<file path="config.mk">
export PLATFORM = sky130hd
export DESIGN_NAME = cp0_irq_unit_flat
export DESIGN_NICKNAME = d
export VERILOG_FILES = /design/src/rtl/cp0_irq_unit_pkg.sv /design/src/rtl/cp0_irq_unit_if.sv /design/src/rtl/cp0_irq_unit_int_arbiter.sv /design/src/rtl/cp0_irq_unit.sv /design/src/flat_wrapper.sv
export SDC_FILE = /design/constraint.sdc
export NUM_CORES = 1
export LEC_CHECK = 0
export ABC_AREA = 1
export CAP_MARGIN = 40
export CORE_ASPECT_RATIO = 0.5
export CORE_MARGIN = 3
export CORE_UTILIZATION = 29
export DETAILED_ROUTE_END_ITERATION = 16
export PLACE_DENSITY = 0.58
export SYNTH_ARGS = -nofsm -noshare
export SYNTH_HDL_FRONTEND = slang
export SYNTH_SLANG_ARGS = --single-unit
</file>
<file path="constraint.sdc">
create_clock -name clk -period 1.45 [get_ports clk]
set_input_delay 0.2175 -clock clk [delete_from_list [all_inputs] [get_ports clk]]
set_output_delay 0.2175 -clock clk [all_outputs]
set_load 0.02 [all_outputs]
</file>
<file path="src/rtl/cp0_irq_unit_pkg.sv">
// ---------------------------------------------------------------------------
// cp0_defs
//   Coprocessor-0 definitions shared by the CP0 interrupt/exception unit and
//   the pipeline exception-code generator.
//   Contents: CP0 register numbers, bit positions of the SR/Cause fields,
//   exception code constants, the two-state EXL encoding and a small
//   word-alignment helper.
// ---------------------------------------------------------------------------
package cp0_defs;

  // CP0 register numbers as seen by mfc0/mtc0
  localparam logic [4:0] REG_SR    = 5'd12;
  localparam logic [4:0] REG_CAUSE = 5'd13;
  localparam logic [4:0] REG_EPC   = 5'd14;
  localparam logic [4:0] REG_PRID  = 5'd15;

  // Field positions inside SR and Cause
  localparam int BIT_IM_HI  = 15;
  localparam int BIT_IM_LO  = 10;
  localparam int BIT_EXL    = 1;
  localparam int BIT_IE     = 0;
  localparam int BIT_BD     = 31;
  localparam int BIT_EXC_HI = 6;
  localparam int BIT_EXC_LO = 2;

  // Exception codes; EXC_INT doubles as "no exception" on the pipeline side
  localparam logic [4:0] EXC_INT  = 5'd0;
  localparam logic [4:0] EXC_ADEL = 5'd4;
  localparam logic [4:0] EXC_ADES = 5'd5;
  localparam logic [4:0] EXC_RI   = 5'd10;
  localparam logic [4:0] EXC_OV   = 5'd12;

  // The unit is either running normal code or inside a handler; the encoding
  // is chosen so that the state value is exactly the SR.EXL bit.
  typedef enum logic {
    CP0_NORMAL  = 1'b0,
    CP0_HANDLER = 1'b1
  } cp0_state_e;

  // Clear the two low address bits (EPC is always word aligned)
  function automatic logic [31:0] word_align(input logic [31:0] addr);
    return addr & ~32'd3;
  endfunction

endpackage

</file>
<file path="src/rtl/cp0_irq_unit_if.sv">
// ---------------------------------------------------------------------------
// cp0_irq_unit_if
//   mfc0/mtc0 access bus of the CP0 interrupt/exception unit.
//   A1   : mfc0 read register number
//   A2   : mtc0 write register number
//   DIn  : mtc0 write data
//   WE   : mtc0 write enable
//   DOut : mfc0 read data (combinational from A1)
//   master = pipeline side, slave = CP0 side.
// ---------------------------------------------------------------------------
interface cp0_irq_unit_if;
  logic [4:0]  A1;
  logic [4:0]  A2;
  logic [31:0] DIn;
  logic        WE;
  logic [31:0] DOut;

  modport master (output A1, A2, DIn, WE, input DOut);
  modport slave  (input A1, A2, DIn, WE, output DOut);
endinterface

</file>
<file path="src/rtl/cp0_irq_unit_int_arbiter.sv">
// ---------------------------------------------------------------------------
// cp0_int_arbiter
//   Combinational decision logic of the CP0 unit: decides whether the
//   M-stage instruction is redirected to the handler and what gets recorded.
//   hw_int       : live device IRQ levels
//   im, ie, exl  : registered SR fields
//   exc_code     : M-stage exception code (0 = none)
//   pc, bd       : M-stage PC and branch-delay-slot flag
//   int_req      : redirect the pipeline this cycle
//   sel_exc_code : code to record in Cause (interrupt wins over exception)
//   sel_epc      : word-aligned restart address to record in EPC
// ---------------------------------------------------------------------------
module cp0_int_arbiter
  import cp0_defs::*;
#(
  parameter int NUM_HWINT = 6
) (
  input  logic [NUM_HWINT-1:0] hw_int,
  input  logic [NUM_HWINT-1:0] im,
  input  logic                 ie,
  input  logic                 exl,
  input  logic [4:0]           exc_code,
  input  logic [31:0]          pc,
  input  logic                 bd,
  output logic                 int_req,
  output logic [4:0]           sel_exc_code,
  output logic [31:0]          sel_epc
);

  logic int_hit;
  logic exc_hit;

  // Both sources are blocked while a handler runs (EXL=1). A delay-slot
  // instruction restarts at its branch, hence PC-4.
  always_comb begin
    int_hit      = (|(hw_int & im)) & ie & ~exl;
    exc_hit      = (exc_code != EXC_INT) & ~exl;
    int_req      = int_hit | exc_hit;
    sel_exc_code = int_hit ? EXC_INT : exc_code;
    sel_epc      = word_align(bd ? (pc - 32'd4) : pc);
  end

endmodule

</file>
<file path="src/rtl/cp0_irq_unit.sv">
// ---------------------------------------------------------------------------
// cp0_irq_unit
//   Coprocessor-0 interrupt and exception unit. Watches device IRQ levels and
//   pipeline exception codes, redirects the pipeline to the handler, records
//   SR/Cause/EPC, serves mfc0/mtc0 and leaves handler mode on eret.
//   clk     : system clock, all state changes on the rising edge
//   reset   : asynchronous, active-low reset
//   bus     : mfc0/mtc0 access (A1, A2, DIn, WE, DOut)
//   PC, BD  : M-stage PC and branch-delay-slot flag
//   ExcCode : M-stage exception code, 0 = none
//   EXLClr  : eret in the M stage
//   HWInt   : device IRQ levels (bit 2 timer 0, bit 3 timer 1)
//   IntReq  : redirect the pipeline to the handler this cycle
//   EPC     : current EPC, used by eret
// ---------------------------------------------------------------------------
module cp0_irq_unit
  import cp0_defs::*;
#(
  parameter logic [31:0] PRID      = 32'h2020_0329,
  parameter int          NUM_HWINT = 6
) (
  input  logic                 clk,
  input  logic                 reset,
  cp0_irq_unit_if.slave        bus,
  input  logic [31:0]          PC,
  input  logic                 BD,
  input  logic [4:0]           ExcCode,
  input  logic                 EXLClr,
  input  logic [NUM_HWINT-1:0] HWInt,
  output logic                 IntReq,
  output logic [31:0]          EPC
);

  cp0_state_e           state_q;
  cp0_state_e           state_d;
  logic [NUM_HWINT-1:0] im_q;
  logic                 ie_q;
  logic [NUM_HWINT-1:0] ip_q;
  logic                 cause_bd_q;
  logic [4:0]           exc_code_q;
  logic [31:0]          epc_q;

  logic                 exl;
  logic                 wr_sr;
  logic                 wr_epc;
  logic [4:0]           sel_exc_code;
  logic [31:0]          sel_epc;

  assign exl = (state_q == CP0_HANDLER);

  // A redirect in the same cycle discards the mtc0 completely
  assign wr_sr  = bus.WE & (bus.A2 == REG_SR)  & ~IntReq;
  assign wr_epc = bus.WE & (bus.A2 == REG_EPC) & ~IntReq;

  cp0_int_arbiter #(
    .NUM_HWINT (NUM_HWINT)
  ) u_arbiter (
    .hw_int       (HWInt),
    .im           (im_q),
    .ie           (ie_q),
    .exl          (exl),
    .exc_code     (ExcCode),
    .pc           (PC),
    .bd           (BD),
    .int_req      (IntReq),
    .sel_exc_code (sel_exc_code),
    .sel_epc      (sel_epc)
  );

  // EXL state register; reset drops straight back to NORMAL
  always_ff @(posedge clk or negedge reset) begin
    if (!reset) state_q <= CP0_NORMAL;
    else        state_q <= state_d;
  end

  // Next EXL: a redirect always enters the handler. Otherwise an mtc0 to SR
  // may set or clear EXL, but eret has the last word and forces NORMAL.
  always_comb begin
    state_d = state_q;
    if (IntReq) begin
      state_d = CP0_HANDLER;
    end else begin
      if (wr_sr)  state_d = cp0_state_e'(bus.DIn[BIT_EXL]);
      if (EXLClr) state_d = CP0_NORMAL;
    end
  end

  // SR/Cause/EPC storage. IP samples HWInt every cycle regardless of EXL or
  // IM, so software always sees the levels one cycle late.
  always_ff @(posedge clk or negedge reset) begin
    if (!reset) begin
      im_q       <= '0;
      ie_q       <= 1'b0;
      ip_q       <= '0;
      cause_bd_q <= 1'b0;
      exc_code_q <= EXC_INT;
      epc_q      <= '0;
    end else begin
      ip_q <= HWInt;
      if (IntReq) begin
        cause_bd_q <= BD;
        exc_code_q <= sel_exc_code;
        epc_q      <= sel_epc;
      end else begin
        if (wr_sr) begin
          im_q <= bus.DIn[BIT_IM_LO +: NUM_HWINT];
          ie_q <= bus.DIn[BIT_IE];
        end
        if (wr_epc) epc_q <= word_align(bus.DIn);
      end
    end
  end

  assign EPC = epc_q;

  // mfc0 read mux over registered values only; a same-cycle mtc0 is not
  // bypassed, so the old value is returned.
  always_comb begin
    bus.DOut = '0;
    case (bus.A1)
      REG_SR: begin
        bus.DOut[BIT_IM_LO +: NUM_HWINT] = im_q;
        bus.DOut[BIT_EXL]                = exl;
        bus.DOut[BIT_IE]                 = ie_q;
      end
      REG_CAUSE: begin
        bus.DOut[BIT_BD]                   = cause_bd_q;
        bus.DOut[BIT_IM_LO +: NUM_HWINT]   = ip_q;
        bus.DOut[BIT_EXC_HI:BIT_EXC_LO]    = exc_code_q;
      end
      REG_EPC:  bus.DOut = epc_q;
      REG_PRID: bus.DOut = PRID;
      default:  bus.DOut = '0;
    endcase
  end

endmodule

</file>
<file path="src/flat_wrapper.sv">
// flat-port wrapper written by rule: the top's interface ports become plain ports
module cp0_irq_unit_flat import cp0_defs::*;
#(
  parameter logic [31:0] PRID      = 32'h2020_0329,
  parameter int          NUM_HWINT = 6
)
  (clk, reset, PC, BD, ExcCode, EXLClr, HWInt, IntReq, EPC, bus_A1, bus_A2, bus_DIn, bus_WE, bus_DOut);
  cp0_irq_unit_if bus_i ();
  input  logic clk;
  input  logic reset;
  input  logic [31:0] PC;
  input  logic BD;
  input  logic [4:0] ExcCode;
  input  logic EXLClr;
  input  logic [NUM_HWINT-1:0] HWInt;
  output logic IntReq;
  output logic [31:0] EPC;
  input wire logic [$bits(bus_i.A1)-1:0] bus_A1;
  input wire logic [$bits(bus_i.A2)-1:0] bus_A2;
  input wire logic [$bits(bus_i.DIn)-1:0] bus_DIn;
  input wire logic [$bits(bus_i.WE)-1:0] bus_WE;
  output wire logic [$bits(bus_i.DOut)-1:0] bus_DOut;
  assign bus_i.A1 = bus_A1;
  assign bus_i.A2 = bus_A2;
  assign bus_i.DIn = bus_DIn;
  assign bus_i.WE = bus_WE;
  assign bus_DOut = bus_i.DOut;
  cp0_irq_unit #(.PRID(PRID), .NUM_HWINT(NUM_HWINT)) u_core (.clk(clk), .reset(reset), .bus(bus_i), .PC(PC), .BD(BD), .ExcCode(ExcCode), .EXLClr(EXLClr), .HWInt(HWInt), .IntReq(IntReq), .EPC(EPC));
endmodule
</file>
==> reports/qor_table.md <==
| Step | Result | Reported |
|:---|:---|:---|
| detailed routing | Wire length after detailed routing | 14,700 um |
| global routing | Maximum number of pins on one net before global-route repair | 51 |
| die | X dimension of the die | 164 um |
| timing | Maximum frequency from static timing analysis | 614 MHz |
| synth | Yosys warning total | 0 |
| global routing | Busiest grt layer | met2 |
| die | Starting density of the core | 30.2% |
| hold path | Hold Path Class | in2reg |
| clocking | Number of sinks driven by the clock tree | 50 |
| worst setup path | Slowest cell on the critical path | dfrtp_1 |
| synth | Mapped cell area | 3630 um^2 |
| global routing | Via count of the first global-routing pass | 4,257 |
| status | Violations in the final reports | setup timing |
| detailed routing | Average wire per cell in the routed design | 15.2 um |
| power and ir drop | Total power draw | 9.71 mW |
| die | Die Outline Area | 14,000 um^2 |
| worst setup path | Crit Path Class | reg2reg |
| synth | Avg Cell Area, Syn | 6.51 um^2 |
| global routing | M2 GR Usage | 34.3% |
| timing | Fin Clk Skew | 4.49 ps |
| global routing | Number of antenna violations at the first check in global routing | 0 |
| worst setup path | Cell mode on critical path | nand2_1 |
| place | Routability congestion estimate from global placement | 0.850 |
| die | # rows | 28 |
| detailed routing | Initial DRT Pass Iterations | 5 |
| worst setup path | Data arrival time of the critical path | 1850 ps |
| synth | Register area share after synthesis | 34.4% |
| global routing | Met3 usage | 1.80% |
| timing | Max-slew violations | 0 |
| power and ir drop | Power density normalized to cell area | 1490 nW/um^2 |
| detailed routing | Number of remaining DRC errors | 0 |
| synth | Share of the synthesized netlist area taken by xor and xnor gates | 3.62% |
| synth | Number of distinct standard cells referenced by the synthesized netlist | 37 |
| timing | Minimum clock period | 1630 ps |
| synth | Largest family of logic cells by synthesized area | simple AND/OR/NAND/NOR gates |
| layout | Number of nets at the end of the flow | 891 |
| worst setup path | Required arrival time at the worst endpoint | 1670 ps |
| layout | Syn-to-layout area delta | 78.9% |
| detailed routing | Routed via count divided by cell count | 4.52 |
| clocking | Clock tree root driver cell | clkbuf_16 |
| timing | Number of hold-slack violations in the final timing report | 0 |
| die | Standard cell core area | 12,000 um^2 |
| timing | Period utilisation layout | 112% |
| die | Height of the die | 85.2 um |
| layout | Antenna fix cells | 0 |
| synth | Post-synthesis share of cell area spent on and, or, nand and nor gates | 38.0% |
| status | Status | complete, but fails checks |
| global routing | Overflow left after global routing | 0 |
| synth | Post-synthesis adder-cell area fraction | 0.344% |
| job | Max capacitance violation total | 0 |
| detailed routing | Number of DRC violations after detailed-routing iteration 0 | 286 |
| clocking | CTS tree | done |
| clocking | Register clock-pin slew on the reported worst setup and hold paths | 70 ps |
| timing | Unrepaired setup endpoints after global routing | true |
| power and ir drop | Total internal power | 5.61 mW |
| layout | Area of all placed cells without fillers | 6500 um^2 |
| timing | Sum of negative setup slack | -4080 ps |
| power and ir drop | Clock Power Share | 15.8% |
| place | Placement Cell Area | 5930 um^2 |
| global routing | Wire length of the first global-routing pass | 22,500 um |
| layout | Share of post-route cells with drive strength above 1 | 28.3% |
| timing | Post-layout worst setup margin | -179 ps |
| die | IO Count | 155 |
| power and ir drop | Static power due to leakage | 3.37 nW |
| timing | Final setup violation count | 41 |
| clocking | Maximum buffer depth of the clock tree | 2 |
| power and ir drop | VDD IR max | 0.714 mV |
| power and ir drop | Switching portion of total power | 42.2% |
| global routing | Met1 layer usage reported by global route | 29.7% |
| synth | Synthesized-area fraction occupied by ao, oa, aoi and oai cells | 10.6% |
| power and ir drop | Net switching power | 4.10 mW |
| worst setup path | Max Fanout on Critical Path | 15 |
| clocking | Clk Latency, worst-skew pair | 290 ps |
| detailed routing | Via count | 4,364 |
| power and ir drop | Share of power burned in combinational logic | 59.3% |
| place | Placed wire-length estimate after detailed placement | 11,400 um |
| clocking | Number of buffers created by CTS | 5 |
| power and ir drop | Power share of the sequential group | 24.9% |
| layout | Final Instance Count excl. Fillers | 966 |
| worst setup path | Slowest cell delay on critical path | 380 ps |
| synth | Mapped Cells | 558 |
| place | Count of input and output buffers | 150 |
| worst setup path | Setup crit start kind | flop |
| global routing | Overall routing resource usage | 20.6% |
| clocking | Max H-tree Level | 2 |
| worst setup path | Endpoint type of the worst setup path | flop |
| synth | Fraction of synthesized area in multiplexers | 0% |
| synth | Flops & latches, synth | 50 |
| worst setup path | Cell Chain, Critical Path | nand2_1 -> nand2_1 -> a21oi_2 -> nand2_1 -> nand3_2 -> nand2_4 -> buf_12 -> nor2_4 -> buf_12 -> nand2_1 -> nand2_1 |
| place | Placed cells | 940 |
| detailed routing | Count of nets left with antenna violations after detail routing | 0 |
-- cell families after synthesis --
| logic type | count (synthesis) |
|---|---|
| xor+xnor | 15 |
| buf+inv | 110 |
| simple gates | 310 |
| other cells | 1 |
| fa+ha+maj | 1 |
| flops | 50 |
| compound gates | 71 |
-- critical path, delay by kind of cell (launching register included) --
kind / cells / cell delay (ps)
and+or+nand+nor: 8 / 720
buffers and inverters: 2 / 350
DFF: 1 / 380
AOI/OAI and AO/OA: 1 / 100
-- cell usage in the layout, fill, tap and decap left out, types with 8 or more instances in the layout --
cell type        Yosys  routed
xor2_1              14      12
buf_4                5      89
nand2_2              2      14
buf_6                3       8
dfrtp_1             50      50
nand3_1             38      33
o21ai_0             27      18
dlygate4sd2_1        0      41
nor2_4               4       9
o21ai_2              1       8
inv_1               86      83
nand2_1            161     145
o21ai_1             27      29
buf_2                6      23
buf_12               0       8
clkdlybuf4s50_1      0      67
nor2_2               6      14
nor2_1              75      62
-- final timing paths --
kind | from | to | slack [ps] | cells past startpoint
worst min register to register | u_core.EPC[17] | u_core.EPC[17] | 500 | 2
max in group asynchronous | reset | u_core.EPC[18] | 770 | 3
worst min-delay path | HWInt[5] | u_core.ip_q[5] | 70 | 1
min in group asynchronous | reset | u_core.im_q[2] | 450 | 3
worst max register to register | u_core.im_q[1] | u_core.EPC[25] | -180 | 11
worst max-delay path | u_core.im_q[1] | u_core.EPC[25] | -180 | 11
-- final cells by class --
type	count	area (um^2)
Clock buffer	5	125
Sequential cell	50	1250
Clock inverter	3	68.8
Timing Repair Buffer	252	2330
Inverter	92	367
Tap cell	165	206
Multi-Input combinational cell	399	2160
Fill cell	1202	5520
-- power by group through the flow --
stage,Sequential [mW],Combinational [mW],Clock (mW)
floorplan,2.92,2.01,0
global placement,2.42,4.99,0
detailed placement,2.44,5.02,0
CTS,2.41,5.32,1.55
global route,2.49,6.26,1.61
finish,2.42,5.76,1.53
-- stage by stage --
stage / setup WS [ps] / hold WS [ps] / utilization, %
final: -179 / 68.5 / 54.1
after global routing: -289 / 74.5 / 54.1
after CTS: -156 / 175 / 52.7
after detailed placement: -889 / 236 / 49.3
after global placement: -901 / 237 / 49.3
after floorplan: 28.7 / -78.1 / -
-- routing by layer --
layer | routed length, um | vias up
met5 | 0 | -
met4 | 229 | 0
met3 | 661 | 17
met2 | 6800 | 97
met1 | 7040 | 2033
li1 | - | 2217
-- cells in the mapped netlist, drive strengths merged --
cell type,count,area share [%]
o211ai,6,1.2
nor4,1,0.34
inv,90,9.3
o22ai,3,0.52
nor2,86,11
ha,1,0.34
buf,14,2.8
nand3,41,6.3
a31oi,1,0.17
nor3,6,0.83
clkinv,2,0.38
o21ai,55,7.7
or2,1,0.17
nand3b,1,0.21
nand2,167,18
dfrtp,50,34
clkbuf,4,0.41
xnor2,1,0.24
conb,1,0.10
o221ai,2,0.48
xor2,14,3.4
a21oi,4,0.55
nand4,7,1.4
-- repair_timing --
item,in CTS,in global routing
endpoints found under the setup margin,107,66
setup buffers,8,2
hold endpoints to repair,50,0
gates cloned,5,2
pin swaps,19,12
gates resized for setup,281,37
hold buffers,1,0
-- registers in the layout, summed over array words and instances, names as in the netlist --
signal             flops
u_core.im_q            6
u_core.ie_q            1
u_core.exc_code_q      5
u_core.cause_bd_q      1
u_core.EPC            30
u_core.exl             1
u_core.ip_q            6
Note: power is estimated with default switching activity, not from simulation.
